--- config.mk ---
export PLATFORM = sky130hd
export DESIGN_NAME = fetch_stage
export DESIGN_NICKNAME = d
export VERILOG_FILES = /design/src/rtl/fetch_stage.sv
export SDC_FILE = /design/constraint.sdc
export NUM_CORES = 1
export LEC_CHECK = 0
export ABC_AREA = 1
export CORE_ASPECT_RATIO = 0.5
export CORE_UTILIZATION = 40
export DETAILED_ROUTE_END_ITERATION = 10
export PLACE_DENSITY = 0.74
export SLEW_MARGIN = 20
export SYNTH_ARGS = -nofsm -noshare
export SYNTH_HDL_FRONTEND = slang
export SYNTH_SLANG_ARGS = --single-unit
--- constraint.sdc ---
create_clock -name clk -period 2.7 [get_ports clk]
set_input_delay 0.675 -clock clk [delete_from_list [all_inputs] [get_ports clk]]
set_output_delay 0.675 -clock clk [all_outputs]
set_load 0.05 [all_outputs]
--- src/rtl/fetch_stage.sv ---
// MIPS instruction-fetch stage: PC register with jump/branch/stall selection
// and the IF/ID pipeline register feeding decode.
module fetch_stage #(
  parameter logic [31:0] RESET_PC = 32'h0000_0000
) (
  input  logic        clk,
  input  logic        rst_n,
  output logic [31:0] imem_addr,
  input  logic [31:0] imem_rdata,
  input  logic        stall,
  input  logic        flush,
  input  logic        branch_taken,
  input  logic [31:0] branch_target,
  input  logic        jump,
  input  logic [31:0] jump_target,
  output logic [31:0] if_id_instr,
  output logic [31:0] if_id_pc4,
  output logic        if_id_valid
);

  localparam int unsigned XLEN     = 32;
  localparam int unsigned PC_STEP  = 4;
  localparam logic [XLEN-1:0] BUBBLE = XLEN'(0);

  logic [XLEN-1:0] pc;
  logic [XLEN-1:0] pc_plus4;
  logic [XLEN-1:0] next_pc;
  logic            redirect;

  // Modulo-2^32 increment; wraps from FFFF_FFFC to 0 with no flag.
  assign pc_plus4 = pc + XLEN'(PC_STEP);
  assign redirect = jump | branch_taken;
  assign imem_addr = pc;

  // Jump beats branch, any redirect beats stall; targets are forced word-aligned.
  always_comb begin
    next_pc = pc_plus4;
    if (jump) begin
      next_pc = {jump_target[XLEN-1:2], 2'b00};
    end else if (branch_taken) begin
      next_pc = {branch_target[XLEN-1:2], 2'b00};
    end else if (stall) begin
      next_pc = pc;
    end
  end

  always_ff @(posedge clk or negedge rst_n) begin
    if (!rst_n) begin
      pc <= RESET_PC;
    end else begin
      pc <= next_pc;
    end
  end

  // The word fetched during a redirect is on the wrong path, so it becomes a bubble.
  always_ff @(posedge clk or negedge rst_n) begin
    if (!rst_n) begin
      if_id_instr <= BUBBLE;
      if_id_pc4   <= BUBBLE;
      if_id_valid <= 1'b0;
    end else if (redirect || flush) begin
      if_id_instr <= BUBBLE;
      if_id_pc4   <= BUBBLE;
      if_id_valid <= 1'b0;
    end else if (!stall) begin
      if_id_instr <= imem_rdata;
      if_id_pc4   <= pc_plus4;
      if_id_valid <= 1'b1;
    end
  end

endmodule

==> out/metrics.yaml <==
status: "finished, final reports clean"
root_buffer: "clkbuf_16"
fin_nets: 930
finalCriticalPeriod_ns: 2.365
r2r_cells: 8
synth_area_per_cell_um2: 7.815
min_period_over_period: 0.8758
vias_per_cell: 5.216
fin_skew_ns: 0.006398
placedInstanceArea_um2: 7096
yosysWarnings: 0
setup.worst_path.start_class: "flip-flop"
worstReg2RegEnd: "imem_addr[18]$_DFFE_PN0P_"
areaGrowthSynthToFinish_pct: 45.33
synth_ff_type: "dfrtp_1"
post_cts_buffers: 0
power_density_nw_per_um2: 519.8
synth_area_leader_cell: "dfrtp_1"
start_util: 0.4209
drtIter0Drc: 291
synth_enable_flop_cells: 0
r2r-start: "imem_addr[3]$_DFFE_PN0P_"
intPower_uw: 2566
cts_tree: "done"
worst_pin_slew_ns: 0.5841
fmax_mhz: 422.9
fill_cells: 1103
grt_util_all_layers: 0.2454
p_clk_frac: 0.336
cp_max_fo: 7
grt_max_degree: 64
cts_sinks: 93
reg2reg_slack_ns: 0.80
synth_top_area_frac: 0.4575
critPathTopFamily: "buffers and inverters"
slew_viol_final: 0
power_frac_seq: 0.406
grt_overflow: 0
design_area_um2: 7393
grt_pass1_vias: 5127
switching_power_uw: 1277
required_ns: 2.03
cp_num_buf_inv: 1
drc: 0
grt_pass1_wl_mm: 25.37
switching_share: 0.3322
setup.worst_path.end: "imem_addr[4]"
power_frac_comb: 0.257
register_area_um2: 2327
worstSetupPathType: "flip-flop to primary output"
io_pins: 199
htree_levels: 3
io_buffers: 190
setup_viol: 0
syn_area_um2: 5087
ant_nets: 0
min_path_type: "input pin to async pin"
tns_ns: 0
synthTopCellsByArea: "dfrtp_1 (46%), nand2_1 (12%), a32o_1 (8.1%)"
globalplace.congestion: 0.9344
critPathArrivalTime_ns: 1.69
p_leak_uw: 0.003323
die_h_um: 81.75
cp-end-kind: "primary output"
drive_above_1_share: 0.05769
wire_per_inst_um: 15.88
cts.repair.resized: 0
hold_viol_final: 0
crit_slowest_cell: "clkdlybuf4s50_1"
drv_cap: 0
crit_chain: "clkdlybuf4s50_1"
clkLatencyLatePin_ns: 0.34
antenna_found_initial: 0
cts_hold_buf: 0
dpl.hpwl_mm: 11.32
maxSlewHeadroom: 0.6106
rows: 28
synth_cells: 651
async_flop_share: 1.000
die_x_um: 161.5
synth_common_cells: "nand2_1 (169), nor2_1 (104), dfrtp_1 (93)"
cp_slowest_stage_delay_ns: 0.87
yosys.cell_types.count: 29
critPathLaunch: "imem_addr[4]$_DFFE_PN0P_"
vdd_drop_max_v: 0.0002959
core_area_um2: 12090
synth-seq-cells: 93
wl_mm: 15.83
antennaDiodeCount: 0
cts_buffers: 9
vias: 5200
cts.clk_slew.worst_paths_ns: 0.07
multiInputGateArea_um2: 2386
first_pass_iters: 5
grt_setup_unrepaired: "false"
synth_most_common_cell: "nand2_1"
crit_cells: 1
cts_buffer_depth: 2
dieArea_um2: 13200
ys_seq_area_frac: 0.4575
## registers in the layout, indices dropped and copies added (netlist names)
register,cells
if_id_instr,32
if_id_pc4,30
if_id_valid,1
imem_addr,30
## cell usage in the layout (no fill, tap or decap), types with 3 or more instances in the layout
cell             netlist  final
nand2_1              169    169
xor2_1                 6      6
o21ai_0               23     23
conb_1                 1      4
buf_4                  6     10
inv_1                 39     39
nor2_1               104    104
clkbuf_16              0      9
buf_12                 0      3
inv_6                  0      3
nand3_1               54     54
a21oi_1               45     45
o22ai_1                3      3
nor2_4                 5      6
dfrtp_1               93     93
clkdlybuf4s50_1        0    188
a32o_1                41     41
nor2_2                 5      4
a22oi_1                7      7
nand2_2                5      5
## cell type report
| cell class | instances | share of cell area |
|---|---|---|
| sequential | 93 | 0.3148 |
| inverter | 41 | 0.02082 |
| multi-input combinational | 480 | 0.3227 |
| tap | 165 | 0.02792 |
| timing repair buffer | 202 | 0.2735 |
| clock buffer | 10 | 0.03097 |
| clock inverter | 6 | 0.009308 |
## cell families (layout without fill, tap and decap cells)
family / Yosys count / after routing / synth area share
AO/OA/AOI/OAI: 122 / 122 / 0.1663
AND/OR/NAND/NOR: 346 / 346 / 0.2843
XOR/XNOR: 7 / 7 / 0.01205
flip-flops: 93 / 93 / 0.4575
buffers and inverters: 81 / 259 / 0.07673
other: 1 / 4 / 0.0007371
adder cells (fa/ha/maj): 1 / 1 / 0.002459
## how the worst min path moves through the flow
stage                     slack, ns                 startpoint  depth (start not counted)                          end
after floorplan                0.38                      rst_n                          0   if_id_instr[0]$_DFFE_PN0P_
after global placement         0.49  if_id_pc4[30]$_DFFE_PN0P_                          2    if_id_pc4[30]$_DFFE_PN0P_
after detailed placement       0.50  if_id_pc4[22]$_DFFE_PN0P_                          2    if_id_pc4[22]$_DFFE_PN0P_
after CTS                      0.31                      rst_n                          1     if_id_pc4[3]$_DFFE_PN0P_
after global routing           0.34                      rst_n                          1     if_id_pc4[2]$_DFFE_PN0P_
final                          0.30                      rst_n                          1  if_id_instr[24]$_DFFE_PN0P_
## routing by layer
metal	vias to the layer above	track usage	share of wire
met2	166	0.4030	0.46
met3	21	0.06414	0.069
li1	2520	-	-
met1	2493	0.3218	0.45
met4	0	0.07264	0.016
met5	-	0	0
## stage by stage
step / hold WS [ns] / setup WS (ns) / power (uW) / cells / util
2_1_floorplan: 0.3794 / 0.8239 / 2152 / 654 / -
3_3_place_gp: 0.4909 / 0.5898 / 2563 / 981 / 0.5871
3_5_place_dp: 0.4976 / 0.5738 / 2574 / 981 / 0.5871
4_1_cts: 0.3141 / 0.3185 / 3872 / 997 / 0.6117
5_1_grt: 0.3365 / 0.2797 / 4002 / 997 / 0.6117
6_report: 0.2992 / 0.3352 / 3843 / 997 / 0.6117
## power by group through the flow
stage	clock (uW)	combinational [uW]	sequential, uW
after floorplan	0	332	1820
after CTS	1320	993	1560
final	1290	989	1560
after global placement	0	980	1580
after detailed placement	0	989	1590
after global routing	1360	1070	1570
No activity file was read; power rests on OpenSTA's default activity.
